### src/rtl/conv_pkg.sv
// rtl/conv_pkg.sv - shared FSM states, default geometry and width helpers for the stage-2 window sequencer
package conv_pkg;

    typedef enum logic [2:0] {
        ST_IDLE,
        ST_LOAD,
        ST_LTAIL,
        ST_MSTART,
        ST_MWAIT,
        ST_WRITE,
        ST_NEXT,
        ST_DONE
    } conv_state_e;

    localparam int DEF_IFM_W   = 13;
    localparam int DEF_K       = 4;
    localparam int DEF_STRIDE  = 2;
    localparam int DEF_TIMEOUT = 64;

    function automatic int out_w(input int ifm_w, input int k, input int stride);
        return (ifm_w - k) / stride + 1;
    endfunction

    // Counter width that never collapses to zero bits for degenerate sizes.
    function automatic int cw(input int n);
        return (n > 1) ? $clog2(n) : 1;
    endfunction

endpackage

### src/rtl/conv2_addr_gen.sv
// rtl/conv2_addr_gen.sv - buffer read address of window slot idx for output position (row, col)
module conv2_addr_gen
    import conv_pkg::*;
#(
    parameter int IFM_W  = DEF_IFM_W,
    parameter int K      = DEF_K,
    parameter int STRIDE = DEF_STRIDE,
    parameter int RC_W   = 3,
    parameter int IDX_W  = 4,
    parameter int ADDR_W = 8
) (
    input  logic [RC_W-1:0]   row_i,
    input  logic [RC_W-1:0]   col_i,
    input  logic [IDX_W-1:0]  idx_i,
    output logic [ADDR_W-1:0] addr_o
);

    logic [ADDR_W-1:0] idx_x;
    logic [ADDR_W-1:0] pix_row;
    logic [ADDR_W-1:0] pix_col;

    // ADDR_W covers IFM_W*IFM_W-1, so every intermediate stays below that bound.
    always_comb begin
        idx_x   = ADDR_W'(idx_i);
        pix_row = ADDR_W'(row_i) * ADDR_W'(STRIDE) + idx_x / ADDR_W'(K);
        pix_col = ADDR_W'(col_i) * ADDR_W'(STRIDE) + idx_x % ADDR_W'(K);
        addr_o  = pix_row * ADDR_W'(IFM_W) + pix_col;
    end

endmodule

### src/rtl/conv2_window_sequencer.sv
// rtl/conv2_window_sequencer.sv - stage-2 conv window walker: load window, run PE2 MAC, write OFM word
// Optional MAC watchdog enabled by CONV2_MAC_TIMEOUT_EN.
module conv2_window_sequencer
    import conv_pkg::*;
#(
    parameter  int IFM_W   = DEF_IFM_W,
    parameter  int K       = DEF_K,
    parameter  int STRIDE  = DEF_STRIDE,
    parameter  int TIMEOUT = DEF_TIMEOUT,
    localparam int OUT_W   = out_w(IFM_W, K, STRIDE),
    localparam int ADDR_W  = cw(IFM_W * IFM_W),
    localparam int OFM_AW  = cw(OUT_W * OUT_W),
    localparam int IDX_W   = cw(K * K)
) (
    input  logic              clk_i,
    input  logic              rst_ni,
    input  logic              start_i,
    output logic              busy_o,
    output logic              done_o,
    output logic              buf_rd_en_o,
    output logic [ADDR_W-1:0] buf_rd_addr_o,
    output logic              win_we_o,
    output logic [IDX_W-1:0]  win_idx_o,
    output logic              mac_start_o,
    input  logic              mac_done_i,
    output logic              ofm_wr_o,
    input  logic              ofm_ready_i,
    output logic [OFM_AW-1:0] ofm_addr_o,
    output logic              err_o
);

    localparam int RC_W = cw(OUT_W);

    conv_state_e       state_q, state_d;
    logic [RC_W-1:0]   row_q, row_d;
    logic [RC_W-1:0]   col_q, col_d;
    logic [IDX_W-1:0]  idx_q, idx_d;
    logic [OFM_AW-1:0] ofm_addr_q, ofm_addr_d;
    logic              win_we_q;
    logic [IDX_W-1:0]  win_idx_q;
    logic              tmo_hit;

    logic last_idx, last_col, last_row;
    assign last_idx = (idx_q == IDX_W'(K * K - 1));
    assign last_col = (col_q == RC_W'(OUT_W - 1));
    assign last_row = (row_q == RC_W'(OUT_W - 1));

    always_ff @(posedge clk_i or negedge rst_ni) begin
        if (!rst_ni) begin
            state_q    <= ST_IDLE;
            row_q      <= '0;
            col_q      <= '0;
            idx_q      <= '0;
            ofm_addr_q <= '0;
            win_we_q   <= 1'b0;
            win_idx_q  <= '0;
        end else begin
            state_q    <= state_d;
            row_q      <= row_d;
            col_q      <= col_d;
            idx_q      <= idx_d;
            ofm_addr_q <= ofm_addr_d;
            // Buffer data lands one cycle after the read, so the slot write trails it.
            win_we_q   <= (state_q == ST_LOAD);
            win_idx_q  <= idx_q;
        end
    end

    always_comb begin
        state_d    = state_q;
        row_d      = row_q;
        col_d      = col_q;
        idx_d      = idx_q;
        ofm_addr_d = ofm_addr_q;
        unique case (state_q)
            ST_IDLE: begin
                if (start_i) begin
                    state_d    = ST_LOAD;
                    row_d      = '0;
                    col_d      = '0;
                    idx_d      = '0;
                    ofm_addr_d = '0;
                end
            end
            ST_LOAD: begin
                if (last_idx) begin
                    idx_d   = '0;
                    state_d = ST_LTAIL;
                end else begin
                    idx_d = idx_q + 1'b1;
                end
            end
            ST_LTAIL:  state_d = ST_MSTART;
            ST_MSTART: state_d = ST_MWAIT;
            ST_MWAIT: begin
                if (mac_done_i) begin
                    state_d = ST_WRITE;
                end else if (tmo_hit) begin
                    state_d = ST_DONE;
                end
            end
            ST_WRITE: begin
                if (ofm_ready_i) begin
                    state_d = ST_NEXT;
                end
            end
            ST_NEXT: begin
                if (last_row && last_col) begin
                    state_d = ST_DONE;
                end else begin
                    if (last_col) begin
                        col_d = '0;
                        row_d = row_q + 1'b1;
                    end else begin
                        col_d = col_q + 1'b1;
                    end
                    ofm_addr_d = ofm_addr_q + 1'b1;
                    idx_d      = '0;
                    state_d    = ST_LOAD;
                end
            end
            ST_DONE:  state_d = ST_IDLE;
            default:  state_d = ST_IDLE;
        endcase
    end

`ifdef CONV2_MAC_TIMEOUT_EN
    localparam int TMO_W = cw(TIMEOUT);

    logic [TMO_W-1:0] tmo_q;
    logic             err_q;

    assign tmo_hit = (state_q == ST_MWAIT) && !mac_done_i && (tmo_q == TMO_W'(TIMEOUT - 1));

    always_ff @(posedge clk_i or negedge rst_ni) begin
        if (!rst_ni) begin
            tmo_q <= '0;
            err_q <= 1'b0;
        end else begin
            tmo_q <= (state_q == ST_MWAIT) ? tmo_q + 1'b1 : '0;
            if (state_q == ST_IDLE && start_i) begin
                err_q <= 1'b0;
            end else if (tmo_hit) begin
                err_q <= 1'b1;
            end
        end
    end

    assign err_o = err_q;
`else
    assign tmo_hit = 1'b0;
    assign err_o   = 1'b0;
`endif

    conv2_addr_gen #(
        .IFM_W (IFM_W),
        .K     (K),
        .STRIDE(STRIDE),
        .RC_W  (RC_W),
        .IDX_W (IDX_W),
        .ADDR_W(ADDR_W)
    ) u_addr_gen (
        .row_i (row_q),
        .col_i (col_q),
        .idx_i (idx_q),
        .addr_o(buf_rd_addr_o)
    );

    assign busy_o      = (state_q != ST_IDLE);
    assign done_o      = (state_q == ST_DONE);
    assign buf_rd_en_o = (state_q == ST_LOAD);
    assign mac_start_o = (state_q == ST_MSTART);
    assign ofm_wr_o    = (state_q == ST_WRITE);
    assign ofm_addr_o  = ofm_addr_q;
    assign win_we_o    = win_we_q;
    assign win_idx_o   = win_idx_q;

endmodule
### config.mk
export PLATFORM = sky130hd
export DESIGN_NAME = conv2_window_sequencer
export DESIGN_NICKNAME = d
export VERILOG_FILES = /design/src/rtl/conv_pkg.sv /design/src/rtl/conv2_addr_gen.sv /design/src/rtl/conv2_window_sequencer.sv
export SDC_FILE = /design/constraint.sdc
export NUM_CORES = 1
export LEC_CHECK = 0
export CORE_MARGIN = 1
export CORE_UTILIZATION = 25
export CTS_BUF_LIST = sky130_fd_sc_hd__clkbuf_4 sky130_fd_sc_hd__clkbuf_8 sky130_fd_sc_hd__clkbuf_16
export CTS_CLUSTER_DIAMETER = 150
export DETAILED_ROUTE_END_ITERATION = 8
export RECOVER_POWER = 100
export SLEW_MARGIN = 10
export SYNTH_ARGS = -nofsm -noshare
export SYNTH_HDL_FRONTEND = slang
export SYNTH_SLANG_ARGS = --single-unit
### constraint.sdc
create_clock -name clk_i -period 5.1 [get_ports clk_i]
set_clock_uncertainty 0.05 [all_clocks]
set_input_delay 1.02 -clock clk_i [delete_from_list [all_inputs] [get_ports clk_i]]
set_output_delay 1.02 -clock clk_i [all_outputs]
set_load 0.01 [all_outputs]
==> reports/results.ini, run 1 <==
[detailed_routing]
detail_route.drc_violations=0
drt-vias-per-instance=4.676
drt_iter0_markers=49
ant_nets=0
detailroute.via_count=1342
detail_route.wirelength_um=3342
route.detailed.wl_per_inst_um=11.64
drt_pre_antenna_iters=4

[critical_path]
timing.critical_path.fanout_max=5
worst-setup-path-type=register to output port
cp-start-kind=register
critical_path.max_stage_delay_ps=540
timing.critical_path.slowest_stage_cell=sky130_fd_sc_hd__fa_1
most_frequent_cell_on_the_critical_path=sky130_fd_sc_hd__ha_1
dominant_delay_contributor_by_cell_family_on_the_critical_path=adder cells
number_of_buffers_and_inverters_on_the_critical_path=3
setup.worst_path.end_class=output port
timing.critical_path.cells=ha_1, ha_1, ha_1, inv_1, fa_1, fa_1, inv_1, ha_2, o21a_1, o31a_1, o22ai_1, xnor2_1, dlygate4sd2_1
arrival_ps=3810
worst_ep_required_time_ps=4030
r2r_setup_slack_ps=3040
crit-reg2reg-launch=col_q[0]
timing.critical_path.from=idx_q[3]

[layout]
fillers=704
drive_above_1_share=0.03382
postLayoutCellArea_mm2=0.002102
n_antenna_cell=0
finish.net_count=246
area_growth_pct=20.52

[grt]
grt_busiest_layer=met2
grtUsageMet2=0.1622
grt_antenna_before_repair=0
first_global_vias=1330
grt_util_met3=0.02406
grt_max_degree=24
grt_first_pass_wirelength_um=5892
globalRouteTotalUtil=0.09760
grt_util_met1=0.1307
gr-total-overflow=0

[synthesis]
synth_commonest_cells=sky130_fd_sc_hd__ha_1, sky130_fd_sc_hd__dfrtp_1, sky130_fd_sc_hd__inv_1
synth.avg_cell_area_um2=9.583
synth-seq-cells=23
ys_async_sr_fraction=1.000
synthDominantCellAreaShare=0.3300
synthDominantAreaCellType=sky130_fd_sc_hd__dfrtp_1
synthesis.area_mm2=0.001744
synth_top_cells_by_area=sky130_fd_sc_hd__dfrtp_1, sky130_fd_sc_hd__ha_1, sky130_fd_sc_hd__inv_1
yosysWarnings=0
synth_cells=182
synth.most_common_cell=sky130_fd_sc_hd__ha_1
synth-edff-count=0
count_of_different_cell_masters_after_synthesis=41
synth_nets=220
dominantRegCellSynth=sky130_fd_sc_hd__dfrtp_1
synth.yosys.seq_area_share=0.3300

[job]
drv.max_cap_violation_count=0

[placement]
buffer_ports.inserted=27
gpl.final_weighted_congestion=0.7885
hpwl_um=2515
post_dp_cell_area_mm2=0.002072
place_ws_ps=150.7

[cts]
cts_htree_levels=1
root_buffer=sky130_fd_sc_hd__clkbuf_8
cts-buffers-inserted=3
cts_buffer_depth=2
clk_transition_reported_paths_ps=80
tritoncts=built
cts_hold_buf=0
cts_sink_cnt=23
worst_skew_pair.late_latency_ps=260
post_cts.repair.setup_buffers=0

[pwr]
p_leak_nw=1.082
power.density_cell_area_mw_per_mm2=573.4
peak_supply_drop_mv=0.2489
finalPower_mw=1.205

[timing]
setup_slack_ps=220.5
timing.hold.ws_ps=415.4
slew_headroom=0.2833
worst_pin_slew_ps=1071
final-setup-viol-count=0
grt_setup_unrepaired=false
final-hold-violation-count=0
setup_total_negative_slack_ps=0
peak_freq_mhz=204.9
finalWorstPathRequiredPeriod_ps=4879
timing.final.max_slew_violations=0
final_period_utilization=0.9568

[floorplan]
floorplan.io_pins=29
die_width_um=85.53
dieArea_mm2=0.007315
chipHeight_um=85.53
initial_core_utilization=0.2581
fp.coreArea_mm2=0.006756
num_rows=30

[hold_path]
min_path_type=register to register
worst_hold_startpoint=idx_q[3]

[run_status]
run_status=finished clean

-- path summary, 6_finish.rpt --
path                                          to  cells after the start
worst max-delay path            buf_rd_addr_o[7]                     13
worst min-delay path                win_idx_o[3]                      0
worst min register to register      win_idx_o[3]                      0
min in group asynchronous          ofm_addr_o[3]                      1
max in group asynchronous           win_idx_o[1]                      1
worst max register to register          row_q[0]                      6
-- cell families (layout without fill, tap and decap cells) --
logic type | count (synthesis) | in the layout | synth area share
AO/OA/AOI/OAI | 34 | 34 | 0.1277
XOR/XNOR | 8 | 8 | 0.04017
adder cells (fa/ha/maj) | 33 | 33 | 0.2539
buffers and inverters | 29 | 54 | 0.07604
flip-flops | 23 | 23 | 0.3300
multiplexers | 3 | 3 | 0.01722
other | 1 | 1 | 0.002150
AND/OR/NAND/NOR | 51 | 51 | 0.1528
-- routing by layer --
layer / vias to the layer above / wire, µm
li1: 678 / -
met1: 637 / 1621
met2: 25 / 1564
met3: 2 / 144
met4: 0 / 12
met5: - / 0
-- where the power goes --
group / internal [mW] / switching [mW] / leakage, nW / total (mW)
clock network: 0.0545 / 0.0585 / 0.0255 / 0.113
registers: 0.250 / 0.0982 / 0.305 / 0.348
logic: 0.372 / 0.373 / 0.751 / 0.745
-- flip-flops by register name (all words and copies together), names as in the netlist --
register / cells
state_q: 3
ofm_addr_o: 5
col_q: 3
win_idx_o: 4
idx_q: 4
row_q: 3
win_we_o: 1
-- final cells by class --
class / count / area (µm²) / area share
well taps: 80 / 100.1 / 0.04762
multi-input cells: 130 / 1022 / 0.4863
clock buffers: 3 / 41.29 / 0.01964
inverters: 22 / 82.58 / 0.03929
repair buffers: 28 / 275.3 / 0.1310
flip-flops and latches: 23 / 575.6 / 0.2738
clock inverters: 1 / 5.005 / 0.002381
-- worst reg2reg max path, stage by stage (launching register included) --
cell                      delay [ps]
sky130_fd_sc_hd__dfrtp_1         400
sky130_fd_sc_hd__inv_1            90
sky130_fd_sc_hd__ha_1            290
sky130_fd_sc_hd__nand4_1         230
sky130_fd_sc_hd__nand3_1         100
sky130_fd_sc_hd__a21oi_1         550
sky130_fd_sc_hd__a31oi_1         200
-- stage by stage --
step             util  std cells
6_report       0.3111        287
5_1_grt        0.3111        287
4_1_cts        0.3131        287
3_5_place_dp   0.3067        283
3_3_place_gp   0.3067        283
2_1_floorplan       -        182
-- cells in the final DEF, fill, tap and decap left out, drive strengths merged, types with 2 or more instances in the layout --
cell           instances
ha                    29
dfrtp                 23
inv                   22
dlygate4sd3           22
nand2                 17
o21ai                  8
nand3                  7
xnor2                  7
a21oi                  7
a31oi                  7
nor2                   6
nor2b                  4
nand4                  4
fa                     4
nand2b                 3
mux2i                  3
clkbuf                 3
and3b                  2
o211ai                 2
clkdlybuf4s50          2
dlygate4sd2            2
or2                    2
-- repair_timing --
action,4_1_cts,5_1_grt
pin swaps,0,0
endpoints found under the setup margin,2,2
gates resized for setup,2,2
No activity file was read; power rests on OpenSTA's default activity.
==> inputs of run 2 (changes only) <==
--- a/config.mk
+++ b/config.mk
@@ -5,6 +5,7 @@
 export SDC_FILE = /design/constraint.sdc
 export NUM_CORES = 1
 export LEC_CHECK = 0
+export CORE_ASPECT_RATIO = 2
 export CORE_MARGIN = 1
 export CORE_UTILIZATION = 25
 export CTS_BUF_LIST = sky130_fd_sc_hd__clkbuf_4 sky130_fd_sc_hd__clkbuf_8 sky130_fd_sc_hd__clkbuf_16
==> reports/results.ini, run 2 (same netlist as run 1, synthesis figures left out) <==
[run_status]
run_status=finished clean

[layout]
most_common_cell_after_layout_fill_and_taps_aside=sky130_fd_sc_hd__ha_1
area_growth_pct=22.74
finish.net_count=245
n_antenna_cell=0
drive_above_1_share=0.03398
largest_register_ff_count=5
final_cell_mix=sky130_fd_sc_hd__ha_1, sky130_fd_sc_hd__dfrtp_1, sky130_fd_sc_hd__inv_1, sky130_fd_sc_hd__dlygate4sd3_1, sky130_fd_sc_hd__nand2_1

[timing]
timing.final.max_slew_violations=0
slew_headroom=0.2854
finalWorstPathRequiredPeriod_ps=4870
grt_setup_unrepaired=false
timing.hold.ws_ps=405.8
final-setup-viol-count=0
final-hold-violation-count=0
peak_freq_mhz=205.4
worst_pin_slew_ps=1068
final_period_utilization=0.9548
setup_total_negative_slack_ps=0

[detailed_routing]
maxUsedRoutingLayer=met4
route.detailed.wl_per_inst_um=12.01
drt_iter0_markers=37
met2_routed_wirelength_um=1975
drt-vias-per-instance=4.677
detailroute.via_count=1375
wl_met3_um=89
detail_route.drc_violations=0
drt_pre_antenna_iters=4
met1_length_um=1383
ant_nets=0
detail_route.wirelength_um=3531

[floorplan]
chipHeight_um=120.1
num_rows=42
initial_core_utilization=0.2613
floorplan.io_pins=29
fp.coreArea_mm2=0.006674
dieArea_mm2=0.007335
die_width_um=61.06

[cts]
post_cts.repair.setup_buffers=0
root_buffer=sky130_fd_sc_hd__clkbuf_16
cts-buffers-inserted=3
worst_skew_pair.late_latency_ps=260
cts_htree_levels=1
cts_buffer_depth=2
tritoncts=built
cts_sink_cnt=23
clk_transition_reported_paths_ps=60

[placement]
buffer_ports.inserted=27
hpwl_um=2770
gpl.final_weighted_congestion=0.7653

[pwr]
peak_supply_drop_mv=0.2446
power.density_cell_area_mw_per_mm2=589.7
switching_share=0.4249
seqPwrFrac=0.278
net-switching-power_mw=0.5364
power_frac_comb=0.582
p_clk_frac=0.140
internal-power_mw=0.7260
finalPower_mw=1.262
p_leak_nw=1.105

[hold_path]
worst_hold_startpoint=idx_q[3]
worst_hold_path_cells=0
end_point_of_the_most_critical_hold_path=win_idx_o[3]
min_path_type=register to register

[grt]
grt_antenna_before_repair=0
gr-total-overflow=0
first_global_vias=1410
grt_max_degree=24
globalRouteTotalUtil=0.1107
grt_first_pass_wirelength_um=6285

[critical_path]
r2r_setup_slack_ps=3060
cp-start-kind=register
timing.critical_path.fanout_max=5
worst_ep_required_time_ps=4030
worst-setup-path-type=register to output port
setup.worst_path.end_class=output port
worst_r2r_endpoint=ofm_addr_o[2]
crit-reg2reg-launch=col_q[0]
rr_worst_depth=6
arrival_ps=3800

[job]
drv.max_cap_violation_count=0

-- run 2: worst max-delay path by stage --
| stage | startpoint | end | slack (ps) | depth (start not counted) |
|---|---|---|---|---|
| 5_1_grt | row_q[0] | buf_rd_addr_o[7] | 10 | 13 |
| 4_1_cts | row_q[0] | buf_rd_addr_o[5] | 30 | 12 |
| 2_1_floorplan | row_q[0] | buf_rd_addr_o[7] | 790 | 12 |
| 3_5_place_dp | row_q[0] | buf_rd_addr_o[7] | 120 | 13 |
| 3_3_place_gp | row_q[0] | buf_rd_addr_o[7] | 210 | 13 |
| 6_report | row_q[0] | buf_rd_addr_o[7] | 230 | 13 |
-- run 2: cell type report --
cell class,count,area [µm²]
Multi-Input combinational cell,130,1028
Clock buffer,4,82.58
Tap cell,88,110.1
Fill cell,730,4533
Timing Repair Buffer,27,261.5
Inverter,22,82.58
Sequential cell,23,575.6
-- run 2: power by group through the flow --
stage	sequential [mW]	combinational, mW	clock (mW)
floorplan	0.314	0.511	0
detailed placement	0.359	0.806	0
global placement	0.358	0.791	0
finish	0.351	0.734	0.177
CTS	0.357	0.807	0.181
global route	0.368	0.843	0.185
-- run 2: repair_timing --
action	in CTS	in global routing
hold buffers	0	0
setup endpoints to repair	2	2
endpoints found under the hold margin	0	0
resized for setup	2	3
-- run 2: critical path: stages (launching register included) --
cell and delay (ps):
sky130_fd_sc_hd__dfrtp_1 420, sky130_fd_sc_hd__ha_1 230, sky130_fd_sc_hd__ha_1 320, sky130_fd_sc_hd__ha_1 290
sky130_fd_sc_hd__inv_1 50, sky130_fd_sc_hd__fa_1 490, sky130_fd_sc_hd__fa_1 550, sky130_fd_sc_hd__inv_1 40
sky130_fd_sc_hd__ha_2 350, sky130_fd_sc_hd__o21a_1 120, sky130_fd_sc_hd__o31a_1 170, sky130_fd_sc_hd__o22ai_2 90
sky130_fd_sc_hd__xnor2_1 140, sky130_fd_sc_hd__dlygate4sd2_1 270
-- run 2: metrics by stage --
step / std cells / instance area [µm²] / util / setup slack (ps)
final: 294 / 2141 / 0.3208 / 230.4
after global routing: 294 / 2141 / 0.3208 / 9.956
after CTS: 294 / 2155 / 0.3228 / 30.79
after detailed placement: 290 / 2074 / 0.3108 / 121.8
after global placement: 290 / 2074 / 0.3108 / 205.9
after floorplan: 182 / 1744 / - / 792.9
-- run 2: layer usage --
| layer | vias up | GRT usage |
|---|---|---|
| met5 | - | 0 |
| met4 | 0 | 0.05540 |
| li1 | 674 | - |
| met2 | 31 | 0.1957 |
| met1 | 661 | 0.1227 |
| met3 | 9 | 0.01293 |
==> inputs of run 3 (changes only) <==
--- a/config.mk
+++ b/config.mk
@@ -12,7 +12,7 @@
 export CTS_CLUSTER_DIAMETER = 150
 export DETAILED_ROUTE_END_ITERATION = 8
 export RECOVER_POWER = 100
-export SLEW_MARGIN = 10
+export SLEW_MARGIN = 5
 export SYNTH_ARGS = -nofsm -noshare
 export SYNTH_HDL_FRONTEND = slang
 export SYNTH_SLANG_ARGS = --single-unit
==> results of run 3 <==
The final DEF is identical to that of run 2; final timing and power are the same.
